File: src/rtl/seg_scan_driver.sv
// N-digit multiplexed seven-segment scan driver with active-low anodes/cathodes.
// Adds a refresh prescaler, frame-coherent input snapshot, leading-zero blanking, PWM dimming and a ghosting guard.
module seg_scan_driver #(
   parameter int DIGITS      = 4,
   parameter int REFRESH_DIV = 100000,
   parameter int BRIGHT_W    = 4
) (
   input  logic                  clk,
   input  logic                  rst,
   input  logic [4*DIGITS-1:0]   bcd_in,
   input  logic [DIGITS-1:0]     dp_in,
   input  logic                  blank_lz,
   input  logic [BRIGHT_W-1:0]   brightness,
   output logic [DIGITS-1:0]     sseg_a_o,
   output logic [6:0]            sseg_c_o,
   output logic                  sseg_dp_o,
   output logic                  frame_start_o
);

   localparam int CNT_W = (REFRESH_DIV > 1) ? $clog2(REFRESH_DIV) : 1;
   localparam int IDX_W = (DIGITS > 1) ? $clog2(DIGITS) : 1;
   localparam logic [CNT_W-1:0] CNT_LAST = CNT_W'(REFRESH_DIV - 1);
   localparam logic [IDX_W-1:0] IDX_LAST = IDX_W'(DIGITS - 1);

   logic [CNT_W-1:0]    cnt;
   logic [IDX_W-1:0]    idx;
   logic [BRIGHT_W-1:0] pwm;
   logic                rst_q;

   logic [4*DIGITS-1:0] bcd_sh;
   logic [DIGITS-1:0]   dp_sh;
   logic                blank_sh;
   logic [BRIGHT_W-1:0] bright_sh;

   logic                tick;
   logic                load;
   logic [DIGITS-1:0]   blank_vec;
   logic                lead;
   logic [3:0]          cur_nib;
   logic                cur_blank;
   logic                cur_dp;
   logic                anode_en;
   logic [6:0]          cur_seg;

   function automatic logic [6:0] seg_decode(input logic [3:0] v);
      logic [6:0] s;
      case (v)
         4'd0:    s = 7'b1000000;
         4'd1:    s = 7'b1111001;
         4'd2:    s = 7'b0100100;
         4'd3:    s = 7'b0110000;
         4'd4:    s = 7'b0011001;
         4'd5:    s = 7'b0010010;
         4'd6:    s = 7'b0000010;
         4'd7:    s = 7'b1111000;
         4'd8:    s = 7'b0000000;
         4'd9:    s = 7'b0010000;
         default: s = 7'b0111111;
      endcase
      return s;
   endfunction

   assign tick = (cnt == CNT_LAST);
   // rst_q marks the first cycle out of reset so the shadow picks up live inputs immediately.
   assign load = rst_q || (tick && (idx == IDX_LAST));

   always_ff @(posedge clk) begin
      if (rst) begin
         cnt       <= '0;
         idx       <= '0;
         pwm       <= '0;
         rst_q     <= 1'b1;
         bcd_sh    <= '0;
         dp_sh     <= '0;
         blank_sh  <= 1'b0;
         bright_sh <= '0;
      end else begin
         rst_q <= 1'b0;
         pwm   <= pwm + 1'b1;
         if (tick) begin
            cnt <= '0;
            idx <= (idx == IDX_LAST) ? '0 : idx + 1'b1;
         end else begin
            cnt <= cnt + 1'b1;
         end
         if (load) begin
            bcd_sh    <= bcd_in;
            dp_sh     <= dp_in;
            blank_sh  <= blank_lz;
            bright_sh <= brightness;
         end
      end
   end

   // Walk from the most significant digit down; blanking stops at the first non-zero nibble.
   always_comb begin
      blank_vec = '0;
      lead      = blank_sh;
      for (int i = DIGITS - 1; i >= 1; i--) begin
         if (bcd_sh[4*i +: 4] != 4'd0) lead = 1'b0;
         blank_vec[i] = lead;
      end
   end

   always_comb begin
      cur_nib   = bcd_sh[4*int'(idx) +: 4];
      cur_blank = blank_vec[idx];
      cur_dp    = dp_sh[idx];
      cur_seg   = seg_decode(cur_nib);
      anode_en  = (cnt != '0) && (pwm <= bright_sh) && !cur_blank;
   end

   always_ff @(posedge clk) begin
      if (rst) begin
         sseg_a_o      <= '1;
         sseg_c_o      <= 7'h7F;
         sseg_dp_o     <= 1'b1;
         frame_start_o <= 1'b0;
      end else begin
         frame_start_o <= load;
         sseg_a_o      <= anode_en ? ~(DIGITS'(1) << idx) : '1;
         sseg_c_o      <= cur_blank ? 7'h7F : cur_seg;
         sseg_dp_o     <= cur_blank ? 1'b1 : ~cur_dp;
      end
   end

endmodule

File: config.mk
export PLATFORM = sky130hd
export DESIGN_NAME = seg_scan_driver
export DESIGN_NICKNAME = d
export VERILOG_FILES = /design/src/rtl/seg_scan_driver.sv
export SDC_FILE = /design/constraint.sdc
export NUM_CORES = 1
export LEC_CHECK = 0
export ABC_CLOCK_PERIOD_IN_PS = 3000
export CAP_MARGIN = 20
export CORE_MARGIN = 2
export CORE_UTILIZATION = 58
export DETAILED_ROUTE_END_ITERATION = 10
export GPL_TIMING_DRIVEN = 1
export HOLD_SLACK_MARGIN = 0.12
export PLACE_DENSITY = 0.81
export SKIP_CTS_REPAIR_TIMING = 1
export SKIP_LAST_GASP = 1
export SLEW_MARGIN = 10
export SYNTH_ARGS = -nofsm -noshare
export SYNTH_HDL_FRONTEND = slang
export SYNTH_SLANG_ARGS = --single-unit
File: constraint.sdc
create_clock -name clk -period 3 [get_ports clk]
set_input_delay 0.6 -clock clk [delete_from_list [all_inputs] [get_ports clk]]
set_output_delay 0.6 -clock clk [all_outputs]
set_load 0.02 [all_outputs]
==> results by group, run 1 <==
Worst setup path
  – Crit path launch type: flip-flop
  – CP peak stage delay: between 0.7 and 0.8 ns
  – Crit-path cells: mux4_2 > inv_1 > ha_1 > o22ai_1 > nand2_1
  – CP max FO: 14
  – Reg-to-reg endpoint: sseg_c_o[1]$_SDFF_PP1_
  – R2R setup slack: about 0.85 ns
  – Kind of critical path: reg2reg
  – Worst Path Arrival: between 2 and 2.5 ns
  – Worst R2R Path Depth: 5
  – R2r startpoint: idx[0]$_SDFFE_PP0N_
  – Crit end category: flip-flop
  – Critical Path RT: 3.24 ns
  – Slowest CP cell: dfxtp_1

Logic synthesis
  – Post-synthesis mux area share: 5.571%
  – Synthesized area per cell: a little under 9 sq um
  – Post-synthesis compound-gate area fraction: 9.239%
  – Synth Area in XOR/XNOR: about 5.4%
  – Sequential element share of the synthesized area: between 40% and 50%
  – Yosys warning total: 0
  – Number of distinct library cells after synthesis: 37
  – Mapped cell area: approximately 2800 sq um
  – Synth Register Bits: 62
  – Synth area leaders: dfxtp_1 45%, nand2_1 9.1%, ha_1 7.2%
  – Main combinational cell family by area after synthesis: simple AND/OR/NAND/NOR gates
  – Post-Syn Instances: around 310
  – Post-synth top area cell: dfxtp_1
  – Syn Nets: 354
  – Top-area cell type share of the netlist area: roughly 45%
  – Post-Synth Simple-Gate Area: between 20 and 25%
  – Area share of fa/ha/maj cells after synthesis: under 10%

Finish
  – Area of the multi-input gates: between 1000 and 1500 sq um
  – Seq. cell area: between 1000 and 1500 sq um
  – Fill cell count: 360
  – Area growth syn-to-layout: 20.65%
  – # nets final: between 300 and 400
  – Share of layout cells above drive strength 1: around 9.0%
  – Antenna diode count: 0

Route
  – Final ANT Viol Nets: 0
  – Drt total wl: between 5 and 6 mm
  – Vias per cell: between 5 and 6
  – Post-route DRC: 0
  – Wire per inst: roughly 13 um
  – Drt first pass iters: 4
  – Initial detailed-routing violation count: roughly 150
  – Via count: ~2200

STA
  – Setup ws final: about 0.85 ns
  – Final Critical Period: ~2.2 ns
  – Max Fclk: ~460 MHz
  – Crit share post-route: 71.77%
  – Fin. max-slew vios: 0
  – Setup TNS: 0 ns
  – Setup-failing EPs final: 0
  – Worst slew margin: 55.04%
  – Hold Vio Cnt, Final: 0
  – Slew at the pin closest to its max-slew limit: 0.6744 ns
  – Final Skew: around 0.0099 ns
  – RSZ-0062 raised after global routing: no

Placement
  – Placer congestion estimate: between 0.7 and 0.8
  – PortBufs: 39
  – Worst slack, placed: 0.8127 ns
  – Post-DP HPWL: ~3.6 mm

Power and ir drop
  – Leak Pwr: about 1.3 nW
  – Cell Pwr Density: about 530 nW/um^2
  – Overall power: around 1.8 mW
  – Worst ir drop on vdd: about 0.32 mV

Floorplanning
  – Die width: 73.02 um
  – Die area: 5331 sq um
  – Std cell rows: 25
  – Die Y: roughly 73 um
  – # IOs: 40
  – Initial Util: 59.28%
  – Placeable Area: between 4000 and 5000 sq um

Job
  – MaxCap Viol Count: 0

Global route
  – First-pass GRT wire length: 9.011 mm
  – M2 GR Usage: between 30% and 40%
  – GR Overflow Total: 0
  – GRT Util Overall: between 20% and 30%
  – Grt met3 use: 10.36%
  – Busiest grt layer: met2
  – Initial antenna violation count: 0
  – Largest net degree at the start of global routing: 27
  – M1 GR Usage: about 26%
  – Vias in the first global route: 2092

Worst hold path
  – Worst hold endpoint: dp_sh[1]$_SDFFE_PP0P_
  – HP Start: dp_sh[1]$_SDFFE_PP0P_
  – Worst min path class: reg2reg
  – Hold path depth: 2

Clock tree
  – Sink Count: between 60 and 70
  – Max clock buf depth: 2
  – TritonCTS Buffers: 9
  – Worst skew pair latency: between 0.3 and 0.4 ns
  – CTS tree: yes
  – Clock transition at path regs: ~0.070 ns
  – CTS H-tree lvls: 3
  – Clk root buf: clkbuf_8

Outcome
  – Status: complete, no violations
-- how the worst max path moves through the flow --
stage / slack (ns) / endpoint / depth (start not counted) / startpoint
CTS: 0.81 / bright_sh[2]$_SDFFE_PP0P_ / 5 / cnt[6]$_SDFF_PP0_
detailed placement: 0.81 / bright_sh[2]$_SDFFE_PP0P_ / 5 / cnt[6]$_SDFF_PP0_
global placement: 0.85 / bright_sh[0]$_SDFFE_PP0P_ / 5 / cnt[8]$_SDFF_PP0_
finish: 0.85 / sseg_c_o[1]$_SDFF_PP1_ / 5 / idx[0]$_SDFFE_PP0N_
floorplan: 1.16 / sseg_c_o[1]$_SDFF_PP1_ / 6 / idx[0]$_SDFFE_PP0N_
global route: 0.66 / cnt[6]$_SDFF_PP0_ / 5 / cnt[6]$_SDFF_PP0_
-- synth_stat cells --
cell / instances
o21ai_0: 7
nand3_1: 11
and2_1: 2
a41oi_2: 1
buf_6: 3
a31oi_1: 1
a21oi_1: 31
nand2b_1: 1
nor4_1: 3
clkbuf_8: 2
xor2_1: 10
nor4_4: 1
a21o_1: 1
nand4_1: 4
clkbuf_1: 7
xnor2_1: 7
or4_4: 1
ha_1: 16
and3_2: 3
buf_4: 2
inv_1: 13
a32oi_1: 1
dfxtp_1: 62
mux2_2: 1
and3_1: 3
mux2i_1: 3
o2111ai_1: 1
nor3_1: 5
nor2_1: 30
mux4_2: 5
and4_1: 1
nand2_1: 67
or3_1: 1
o22ai_1: 1
a41o_2: 1
nor2b_1: 1
or4b_2: 1
-- worst max-delay path: cells and delay by family, from the launching register on --
kind | cells | cell delay [ns]
AND/OR/NAND/NOR | 1 | 0.06
adder cells (fa/ha/maj) | 1 | 0.26
AO/OA/AOI/OAI | 1 | 0.17
flip-flops | 1 | 0.73
buffers and inverters | 1 | 0.14
multiplexers | 1 | 0.67
-- area by class of cell --
class / count / share of cell area [%]
clock buffer: 11 / 3.941
inverter: 13 / 1.464
clock inverter: 5 / 1.502
sequential: 62 / 37.24
timing repair buffer: 43 / 12.73
tap: 54 / 2.027
multi-input combinational: 222 / 41.10
-- where the power goes --
part	total, mW	internal (mW)	switching, mW	leakage (nW)
clock network	0.691	0.378	0.313	0.0968
registers	0.884	0.861	0.0227	0.509
logic	0.196	0.0991	0.0971	0.721
total	1.77	1.34	0.433	1.33
-- kinds of logic after synthesis --
logic type	count (synthesis)
AOI/OAI and AO/OA	45
DFF	62
muxes	9
adders and majority gates	16
buffers and inverters	27
xor gates and xnor gates	17
and+or+nand+nor	135
-- metrics by stage --
step                      std cells  area [sq um]  util, %  hold slack (ns)
after floorplan                 311          2763        -           0.4254
after global placement          393          3141    67.38           0.4378
after detailed placement        393          3141    67.38           0.4472
after CTS                       409          3322    71.28           0.4563
final                           410          3333    71.52           0.4546
after global routing            410          3333    71.52           0.4748
-- routing by layer --
layer  routed length [um]  part of all wire [%]
met1                 2339                    45
met3                  277                   5.3
met4                   96                   1.8
met2                 2521                    48
met5                    0                     0
-- cell usage in the layout (no fill, tap or decap), drive strengths merged, types with 10 or more instances in the layout --
cell type      count
nand2             67
dfxtp             62
clkdlybuf4s50     39
a21oi             31
nor2              30
ha                16
inv               13
nand3             11
clkbuf            11
xor2              10
-- flip-flops by register name, indices dropped and copies added (netlist names) --
name,flops
sseg_dp_o,1
frame_start_o,1
sseg_c_o,7
dp_sh,4
rst_q,1
bcd_sh,16
sseg_a_o,4
pwm,4
idx,2
bright_sh,4
blank_sh,1
cnt,17
(Power assumes the default switching activity.)
==> run 2: changes to the inputs <==
--- a/config.mk
+++ b/config.mk
@@ -5,14 +5,14 @@
 export SDC_FILE = /design/constraint.sdc
 export NUM_CORES = 1
 export LEC_CHECK = 0
-export ABC_CLOCK_PERIOD_IN_PS = 3000
+export ABC_CLOCK_PERIOD_IN_PS = 1890
 export CAP_MARGIN = 20
 export CORE_MARGIN = 2
-export CORE_UTILIZATION = 58
+export CORE_UTILIZATION = 48
 export DETAILED_ROUTE_END_ITERATION = 10
 export GPL_TIMING_DRIVEN = 1
 export HOLD_SLACK_MARGIN = 0.12
-export PLACE_DENSITY = 0.81
+export PLACE_DENSITY = 0.72
 export SKIP_CTS_REPAIR_TIMING = 1
 export SKIP_LAST_GASP = 1
 export SLEW_MARGIN = 10
==> constraint.sdc (replaced) <==
create_clock -name clk -period 1.89 [get_ports clk]
set_input_delay 0.378 -clock clk [delete_from_list [all_inputs] [get_ports clk]]
set_output_delay 0.378 -clock clk [all_outputs]
set_load 0.02 [all_outputs]
==> results by group, run 2 (synthesis results as in run 1) <==
Placement
  – Worst slack, placed: 0.03519 ns (was 0.8127 ns)
  – Placer congestion estimate: 0.8978 (was 0.7978)
  – Cell Area, Placed: 3256 sq um (was 3141 sq um)
  – Post-DP HPWL: 3.841 mm (was 3.628 mm)
  – PortBufs: 39 (unchanged)
  – Placed cell count: 420 (was 393)

Global route
  – Grt met3 use: 5.317% (was 10.36%)
  – First-pass GRT wire length: 9.066 mm (was 9.011 mm)
  – M1 GR Usage: 24.59% (was 25.85%)
  – GR Overflow Total: 0 (unchanged)
  – Initial antenna violation count: 0 (unchanged)
  – Busiest grt layer: met2 (unchanged)
  – M2 GR Usage: 27.90% (was 36.34%)
  – Vias in the first global route: 2010 (was 2092)
  – Largest net degree at the start of global routing: 27 (unchanged)
  – GRT Util Overall: 18.60% (was 22.27%)

STA
  – Final Skew: 0.007136 ns (was 0.009904 ns)
  – Hold Vio Cnt, Final: 0 (unchanged)
  – Setup-failing EPs final: 4 (was 0)
  – Slew at the pin closest to its max-slew limit: 0.4068 ns (was 0.6744 ns)
  – Max Fclk: 522.3 MHz (was 464.4 MHz)
  – Fin. max-slew vios: 0 (unchanged)
  – Setup TNS: -0.03129 ns (was 0 ns)
  – Worst slew margin: 72.63% (was 55.04%)
  – RSZ-0062 raised after global routing: yes (was no)
  – Setup ws final: -0.02477 ns (was 0.8468 ns)
  – Final Critical Period: 1.915 ns (was 2.153 ns)
  – Crit share post-route: 101.3% (was 71.77%)
  – Worst hold slack: 0.4514 ns (was 0.4546 ns)

Floorplanning
  – Die Y: 79.87 um (was 73.02 um)
  – Placeable Area: 5540 sq um (was 4661 sq um)
  – # IOs: 40 (unchanged)
  – Initial Util: 49.86% (was 59.28%)
  – Die area: 6378 sq um (was 5331 sq um)
  – Std cell rows: 27 (was 25)
  – Die width: 79.87 um (was 73.02 um)

Worst hold path
  – Worst min path class: reg2reg (unchanged)

Finish
  – Most frequent cells in the layout: 61 x nand2_1, 60 x dfxtp_1, 39 x clkdlybuf4s50_1 (was 67 x nand2_1, 62 x dfxtp_1, 39 x clkdlybuf4s50_1)
  – # nets final: 408 (was 394)
  – Layout Cells excl Fill: 440 (was 410)
  – Most common cell after layout, fill and taps aside: nand2_1 (unchanged)
  – Final cell utilization of the core: 64.32% (was 71.52%)
  – Area of the multi-input gates: 1433 sq um (was 1370 sq um)
  – Largest register FFs: 17 (unchanged)
  – Largest Register: cnt (unchanged)
  – Share of layout cells above drive strength 1: 16.03% (was 8.989%)
  – Fill cell count: 497 (was 360)
  – Area growth syn-to-layout: 28.99% (was 20.65%)
  – Largest registers: cnt x17, bcd_sh x16, sseg_c_o x7 (unchanged)
  – Seq. cell area: 1244 sq um (was 1241 sq um)
  – Antenna diode count: 0 (unchanged)
  – Design Area, Final: 3563 sq um (was 3333 sq um)

Worst setup path
  – Crit end category: flip-flop (unchanged)
  – Crit path launch type: flip-flop (unchanged)
  – Kind of critical path: reg2reg (unchanged)
  – Worst Path Arrival: 2.17 ns (was 2.40 ns)
  – CP max FO: 7 (was 14)
  – Critical Path RT: 2.15 ns (was 3.24 ns)

Clock tree
  – CTS tree: yes (unchanged)
  – Worst skew pair latency: 0.34 ns (about the same)
  – Clk root buf: clkbuf_8 (unchanged)
  – CTS H-tree lvls: 3 (unchanged)
  – Sink Count: 62 (unchanged)
  – TritonCTS Buffers: 9 (unchanged)
  – Clock transition at path regs: 0.07 ns (about the same)
  – Max clock buf depth: 2 (unchanged)

Route
  – Vias per cell: 5.055 (was 5.444)
  – Initial detailed-routing violation count: 83 (was 148)
  – Final ANT Viol Nets: 0 (unchanged)
  – Drt first pass iters: 4 (unchanged)
  – Wire per inst: 13.03 um (was 12.77 um)
  – Via count: 2224 (was 2232)
  – Post-route DRC: 0 (unchanged)
  – Drt total wl: 5.731 mm (was 5.234 mm)

Outcome
  – Status: complete, but fails checks (was complete, no violations)
  – Violated checks: setup timing

Power and ir drop
  – P_int: 2.044 mW (was 1.338 mW)
  – Sequential Power Share: 51.6% (was 49.9%)
  – Worst ir drop on vdd: 0.4989 mV (was 0.3181 mV)
  – Leak Pwr: 1.421 nW (was 1.327 nW)
  – Cell Pwr Density: 763.2 nW/um^2 (was 531.5 nW/um^2)
  – Sw frac: 24.86% (was 24.45%)
  – Overall power: 2.720 mW (was 1.772 mW)
  – Clock power frac: 35.4% (was 39.0%)
  – Combinational power share: 13.0% (was 11.1%)
  – P_sw: 676.2 uW (was 433.1 uW)

Job
  – MaxCap Viol Count: 0 (unchanged)
[run 2: per-layer routing]
metal / wire length (um) / vias up
met5: 0 / -
met4: 92 / 0
met3: 230 / 8
met2: 2672 / 45
met1: 2736 / 1014
li1: - / 1157
[run 2: final timing paths]
kind | cells after the start | slack, ns | from | endpoint
max | 6 | -0.02 | cnt[8]$_SDFF_PP0_ | bcd_sh[12]$_SDFFE_PP0P_
min reg2reg | 2 | 0.45 | bright_sh[2]$_SDFFE_PP0P_ | bright_sh[2]$_SDFFE_PP0P_
min | 2 | 0.45 | bright_sh[2]$_SDFFE_PP0P_ | bright_sh[2]$_SDFFE_PP0P_
max reg2reg | 6 | -0.02 | cnt[8]$_SDFF_PP0_ | bcd_sh[12]$_SDFFE_PP0P_
[run 2: area by class of cell]
cell class / count / area share (%)
clock buffers: 12 / 4.073
multi-input cells: 222 / 40.20
repair buffers: 57 / 16.64
flip-flops and latches: 62 / 34.90
clock inverters: 2 / 0.2809
well taps: 72 / 2.528
inverters: 13 / 1.369
[run 2: power groups by stage]
| stage | registers, mW | logic, mW | clock network (mW) |
|---|---|---|---|
| floorplan | 1.45 | 0.168 | 0 |
| global placement | 1.43 | 0.318 | 0 |
| detailed placement | 1.43 | 0.324 | 0 |
| CTS | 1.40 | 0.326 | 0.985 |
| finish | 1.40 | 0.354 | 0.962 |
| global route | 1.41 | 0.389 | 1.05 |
[run 2: critical path, cell delays in order, from the launching register on]
cell and delay [ns]:
dfxtp_2 0.32, or4_4 0.54, nor4_4 0.26, a41o_4 0.34, buf_12 0.14, nand2_1 0.06, a21oi_1 0.17
